### config.mk
export PLATFORM = sky130hd
export DESIGN_NAME = sd_spi_byte_engine
export DESIGN_NICKNAME = d
export VERILOG_FILES = /design/src/rtl/sd_spi_byte_engine.sv
export SDC_FILE = /design/constraint.sdc
export NUM_CORES = 1
export LEC_CHECK = 0
export ABC_AREA = 1
export BUFFER_PORTS_ARGS = -buffer_cell sky130_fd_sc_hd__buf_2
export CORE_MARGIN = 2
export CORE_UTILIZATION = 59
export DETAILED_ROUTE_END_ITERATION = 8
export GPL_ROUTABILITY_DRIVEN = 0
export PLACE_DENSITY_LB_ADDON = 0.08
export SLEW_MARGIN = 20
export SYNTH_ARGS = -nofsm -noshare
export SYNTH_HDL_FRONTEND = slang
export SYNTH_SLANG_ARGS = --single-unit
export TNS_END_PERCENT = 30
### constraint.sdc
create_clock -name iCLK -period 2.46 [get_ports iCLK]
set_input_delay 0.246 -clock iCLK [delete_from_list [all_inputs] [get_ports iCLK]]
set_output_delay 0.246 -clock iCLK [all_outputs]
set_load 0.01 [all_outputs]
### src/rtl/sd_spi_byte_engine.sv
// sd_spi_byte_engine: SPI mode-0 full-duplex byte shifter for the SD card; SPI_INIT_CLOCKS_EN adds an 80-clock init sequence
module sd_spi_byte_engine #(
  parameter int CLKDIV_SLOW = 62,
  parameter int CLKDIV_FAST = 1,
  parameter int INIT_CLOCKS = 80
) (
  input  logic       iCLK,
  input  logic       Reset,
  input  logic       iStart,
  input  logic [7:0] iTxByte,
  input  logic       iFastMode,
  input  logic       iCSAssert,
  input  logic       iInit,
  output logic [7:0] oRxByte,
  output logic       oBusy,
  output logic       oDone,
  output logic       SD_CLK,
  output logic       SD_MOSI,
  input  logic       SD_MISO,
  output logic       SD_CS
);
  localparam int DMAX = CLKDIV_SLOW > CLKDIV_FAST ? CLKDIV_SLOW : CLKDIV_FAST;
  localparam int DW = $clog2(DMAX + 2);
  typedef enum logic [2:0] {
    IDLE, SHIFT_LO, SHIFT_HI, DONE
`ifdef SPI_INIT_CLOCKS_EN
    , INIT
`endif
  } stateT;
  stateT state, nextState;
  logic [DW-1:0] divisor, halfCnt;
  logic [7:0] txShift, rxShift;
  logic [2:0] bitCnt;
  logic lastBit, csReg, halfEnd, idleLike, startOk, initOk, inInit, initPhase, shifting;
`ifdef SPI_INIT_CLOCKS_EN
  localparam int IW = $clog2(INIT_CLOCKS + 1);
  logic [IW-1:0] initCnt;
  assign initOk = idleLike & iInit;
  assign inInit = state == INIT;
`else
  logic unusedInit;
  assign unusedInit = iInit & (INIT_CLOCKS != 0);
  assign initOk = 1'b0;
  assign inInit = 1'b0;
  assign initPhase = 1'b0;
`endif
  assign halfEnd = halfCnt == divisor;
  assign idleLike = state == IDLE || state == DONE;
  assign startOk = idleLike & iStart & ~initOk;
  assign shifting = state == SHIFT_LO || state == SHIFT_HI;
  always_ff @(posedge iCLK) begin
    if (!Reset) begin
      state <= IDLE;
      divisor <= '0;
      halfCnt <= '0;
      txShift <= '0;
      rxShift <= '0;
      bitCnt <= '0;
      lastBit <= 1'b0;
      csReg <= 1'b1;
      oRxByte <= 8'hFF;
    end else begin
      state <= nextState;
      halfCnt <= (idleLike || halfEnd) ? '0 : halfCnt + 1'b1;
      csReg <= initOk ? 1'b1 : idleLike ? ~iCSAssert : csReg;
      if (startOk) begin
        divisor <= iFastMode ? DW'(CLKDIV_FAST) : DW'(CLKDIV_SLOW);
        txShift <= iTxByte;
        bitCnt <= '0;
        lastBit <= 1'b0;
      end
      if (initOk) divisor <= DW'(CLKDIV_SLOW);
      // MISO is captured on the edge that raises SD_CLK
      if (state == SHIFT_LO && halfEnd) rxShift <= {rxShift[6:0], SD_MISO};
      if (state == SHIFT_HI && halfEnd) begin
        txShift <= {txShift[6:0], 1'b0};
        bitCnt <= bitCnt + 3'd1;
        lastBit <= bitCnt == 3'd6;
        if (lastBit) oRxByte <= rxShift;
      end
    end
  end
`ifdef SPI_INIT_CLOCKS_EN
  always_ff @(posedge iCLK) begin
    if (!Reset) begin
      initCnt <= '0;
      initPhase <= 1'b0;
    end else if (initOk) begin
      initCnt <= '0;
      initPhase <= 1'b0;
    end else if (inInit && halfEnd) begin
      initPhase <= ~initPhase;
      if (initPhase) initCnt <= initCnt + 1'b1;
    end
  end
`endif
  always_comb begin
    nextState = state;
    case (state)
      IDLE, DONE: nextState = startOk ? SHIFT_LO : IDLE;
      SHIFT_LO: nextState = halfEnd ? SHIFT_HI : SHIFT_LO;
      SHIFT_HI: nextState = !halfEnd ? SHIFT_HI : lastBit ? DONE : SHIFT_LO;
`ifdef SPI_INIT_CLOCKS_EN
      INIT: nextState = (halfEnd && initPhase && initCnt == IW'(INIT_CLOCKS - 1)) ? DONE : INIT;
`endif
      default: nextState = IDLE;
    endcase
`ifdef SPI_INIT_CLOCKS_EN
    if (initOk) nextState = INIT;
`endif
  end
  always_comb begin
    oBusy = shifting || inInit;
    oDone = state == DONE;
    SD_CLK = state == SHIFT_HI || (inInit && initPhase);
    SD_MOSI = shifting ? txShift[7] : 1'b1;
    SD_CS = csReg;
  end
endmodule
==> results.md <==
- Status: finished clean
- RSZ-0062 raised after global routing: no
- Worst skew pair latency: 0.35 ns
- Die Y: 57.78 µm
- Io pins: 28
- CTS tree: done
- Req. time, crit path: 2.74 ns
- Vias per Instance: 5.278
- Mapped Nets: 245
- Min cycle time layout: 1.840 ns
- Seq cells post-synth: 39
- M1 GR Usage: 29.55%
- Setup TNS: 0 ns
- Syn avg cell area: 7.619 µm²
- Core Area: 2758 µm²
- DP Wirelength: 2.284 mm
- Rows: 19
- Clock sinks: 39
- Vias: 1,499
- Max Cap Viol: 0
- First-pass GRT wire length: 5.671 mm
- Startpoint Class: flop
- Starting Density: 61.89%
- Peak supply drop: 0.5092 mV
- Synth Area in Compound Gates: 8.871%
- H-Tree Depth: 2
- Post-Syn Area: 1707 µm²
- YS warnings: 0
- Share of layout cells above drive strength 1: 18.18%
- Post-route DRC: 0
- Vias in the first global route: 1,348
- Area share of and/or/nand/nor cells after synthesis: 30.28%
- Routed WL per cell: 11.55 µm
- First-pass DRT Iterations: 4
- Fin. max-slew vios: 0
- Placed cell count: 276
- Gate Count Post-Synth: 224
- Post-CTS sizing: 0
- M3 GR Usage: 5.357%
- GRT Total Usage: 22.05%
- Most frequent cell after synthesis: nand2_1
- Final Util: 69.42%
- Slew @ Worst Pin: 0.7519 ns
- Met2 Use GR: 32.47%
- Cell taking the most area after synthesis: dfxtp_1
- Largest family of logic cells by synthesized area: simple AND/OR/NAND/NOR gates
- Async SR Flop Fraction: 0%
- Post-Synth Adder-Cell Area: 4.399%
- Max_slew headroom: 49.82%
- Initial DRC Count: 69
- Remaining Overflow, GRT: 0
- Post-synthesis xor/xnor area fraction: 3.079%
- Area Growth Syn to Fin: 12.17%
- Die area: 3339 µm²
- Synth top area share: 45.75%
- Hold Fails Final Rpt: 0
- Hold Path Class: in -> reg
- Setup crit end kind: flop
- Post-synth EDFFs: 0
- Most used DFF post-synth: dfxtp_1
- Longest Clk Path Bufs: 2
- Crit Path Category: reg -> reg
- LEAKAGE: 0.8669 nW
- Worst path arrival time: 2.12 ns
- Placed Area: 1861 µm²
- Postcts setup bufs: 0
- Most used cell, CP: nand2_1
- Port Buf Inserts: 26
- Top cells by count, synth: nand2_1, dfxtp_1, nand3_1
- Tcrit/Tclk final: 74.80%
- Crit-path cells: nand2_1 -> nor2_2 -> nand2_1 -> nand2_2 -> nand3_1 -> buf_4 -> nand2_1 -> nand2_1 -> a21oi_1
- Netlist cell types: 25
- Worst-path clk slew: 0.12 ns
- Layout Nets: 273
- Max stage delay on crit path: 0.41 ns
- Root Driver: clkbuf_4
- Crit path max fanout: 12
- # setup viols final: 0
- Post-synthesis mux area share: 0%
- Pwr dens: 648.1 nW/µm²
- Clock Skew: 0.009846 ns
- ANT nets after route: 0
- Achievable frequency: 543.4 MHz
- Total CTS buffers: 5
- Non-filler cells, final: 284
- Synth top area cells: dfxtp_1, nand2_1, nand3_1, a21oi_1, ha_1
- WL final: 3.279 mm
- Initial antenna violation count: 0
- Inserted Diodes: 0
- Hold buffers post-CTS: 0
- Die X: 57.78 µm
- CP max-delay cell: dfxtp_1
- Top Usage Layer GRT: met2
- Fin area: 1914 µm²
- Largest net degree at the start of global routing: 23
- Post-synthesis sequential area ratio: 45.75%
==> metrics by stage <==
stage | hold WS, ns | total power [mW] | setup slack (ns)
2_1_floorplan | 0.3354 | 0.8657 | 0.9588
3_3_place_gp | 0.4380 | 0.9290 | 0.6562
3_5_place_dp | 0.4532 | 0.9311 | 0.6356
4_1_cts | 0.07749 | 1.252 | 0.6198
5_1_grt | 0.06978 | 1.314 | 0.3740
6_report | 0.09100 | 1.241 | 0.6198
==> cell families after synthesis <==
| family | count (synthesis) |
|---|---|
| AO/OA/AOI/OAI | 28 |
| buffers and inverters | 30 |
| adder cells (fa/ha/maj) | 6 |
| AND/OR/NAND/NOR | 115 |
| flip-flops | 39 |
| XOR/XNOR | 6 |
==> flip-flops by register name, summed over array words and instances (netlist names) <==
register  count
SD_CS         1
bitCnt        3
divisor       2
halfCnt       6
lastBit       1
oRxByte       8
rxShift       8
state         2
txShift       8
==> path summary, 6_finish.rpt <==
path                    from    endpoint  slack [ns]  cells after the start
setup / recovery  halfCnt[2]  txShift[1]        0.62                      9
hold / removal     iCSAssert       SD_CS        0.09                      2
setup reg to reg  halfCnt[2]  txShift[1]        0.62                      9
hold reg to reg   rxShift[7]  oRxByte[7]        0.48                      2
==> area by class of cell <==
class                   instances  area (µm²)
clock inverters                 2       12.51
fillers                       253       843.3
inverters                      21       85.08
multi-input cells             155       795.8
well taps                      31       38.79
repair buffers                 30       160.2
flip-flops and latches         39       780.7
clock buffers                   6       41.29
==> per-layer routing <==
metal	vias up	wire length [µm]	part of all wire, %
li1	779	-	-
met3	8	141	4.3
met1	677	1609	49
met4	0	66	2.0
met2	35	1462	45
met5	-	0	0
==> critical path: cells and delay by family (launching register included) <==
family                 cells  cell delay (ns)
AOI/OAI and AO/OA          1             0.11
buffers and inverters      1             0.29
DFF                        1             0.41
and+or+nand+nor            7             0.97
==> placed cells by master (no fill, tap or decap), drive strengths merged <==
| cell | instances |
|---|---|
| o2111ai | 1 |
| clkinv | 4 |
| inv | 18 |
| nor2 | 11 |
| ha | 6 |
| xor2 | 4 |
| or2 | 1 |
| o21ai | 3 |
| nand4 | 8 |
| clkbuf | 6 |
| a21oi | 24 |
| xnor2 | 2 |
| buf | 30 |
| nand2 | 71 |
| nand3 | 24 |
| clkinvlp | 1 |
| dfxtp | 39 |
==> where the power goes <==
group,internal (mW),total (mW),switching (mW)
Combinational,0.0815,0.232,0.150
Sequential,0.665,0.685,0.0195
Clock,0.110,0.324,0.214
Power figures use the tool's default switching activity.
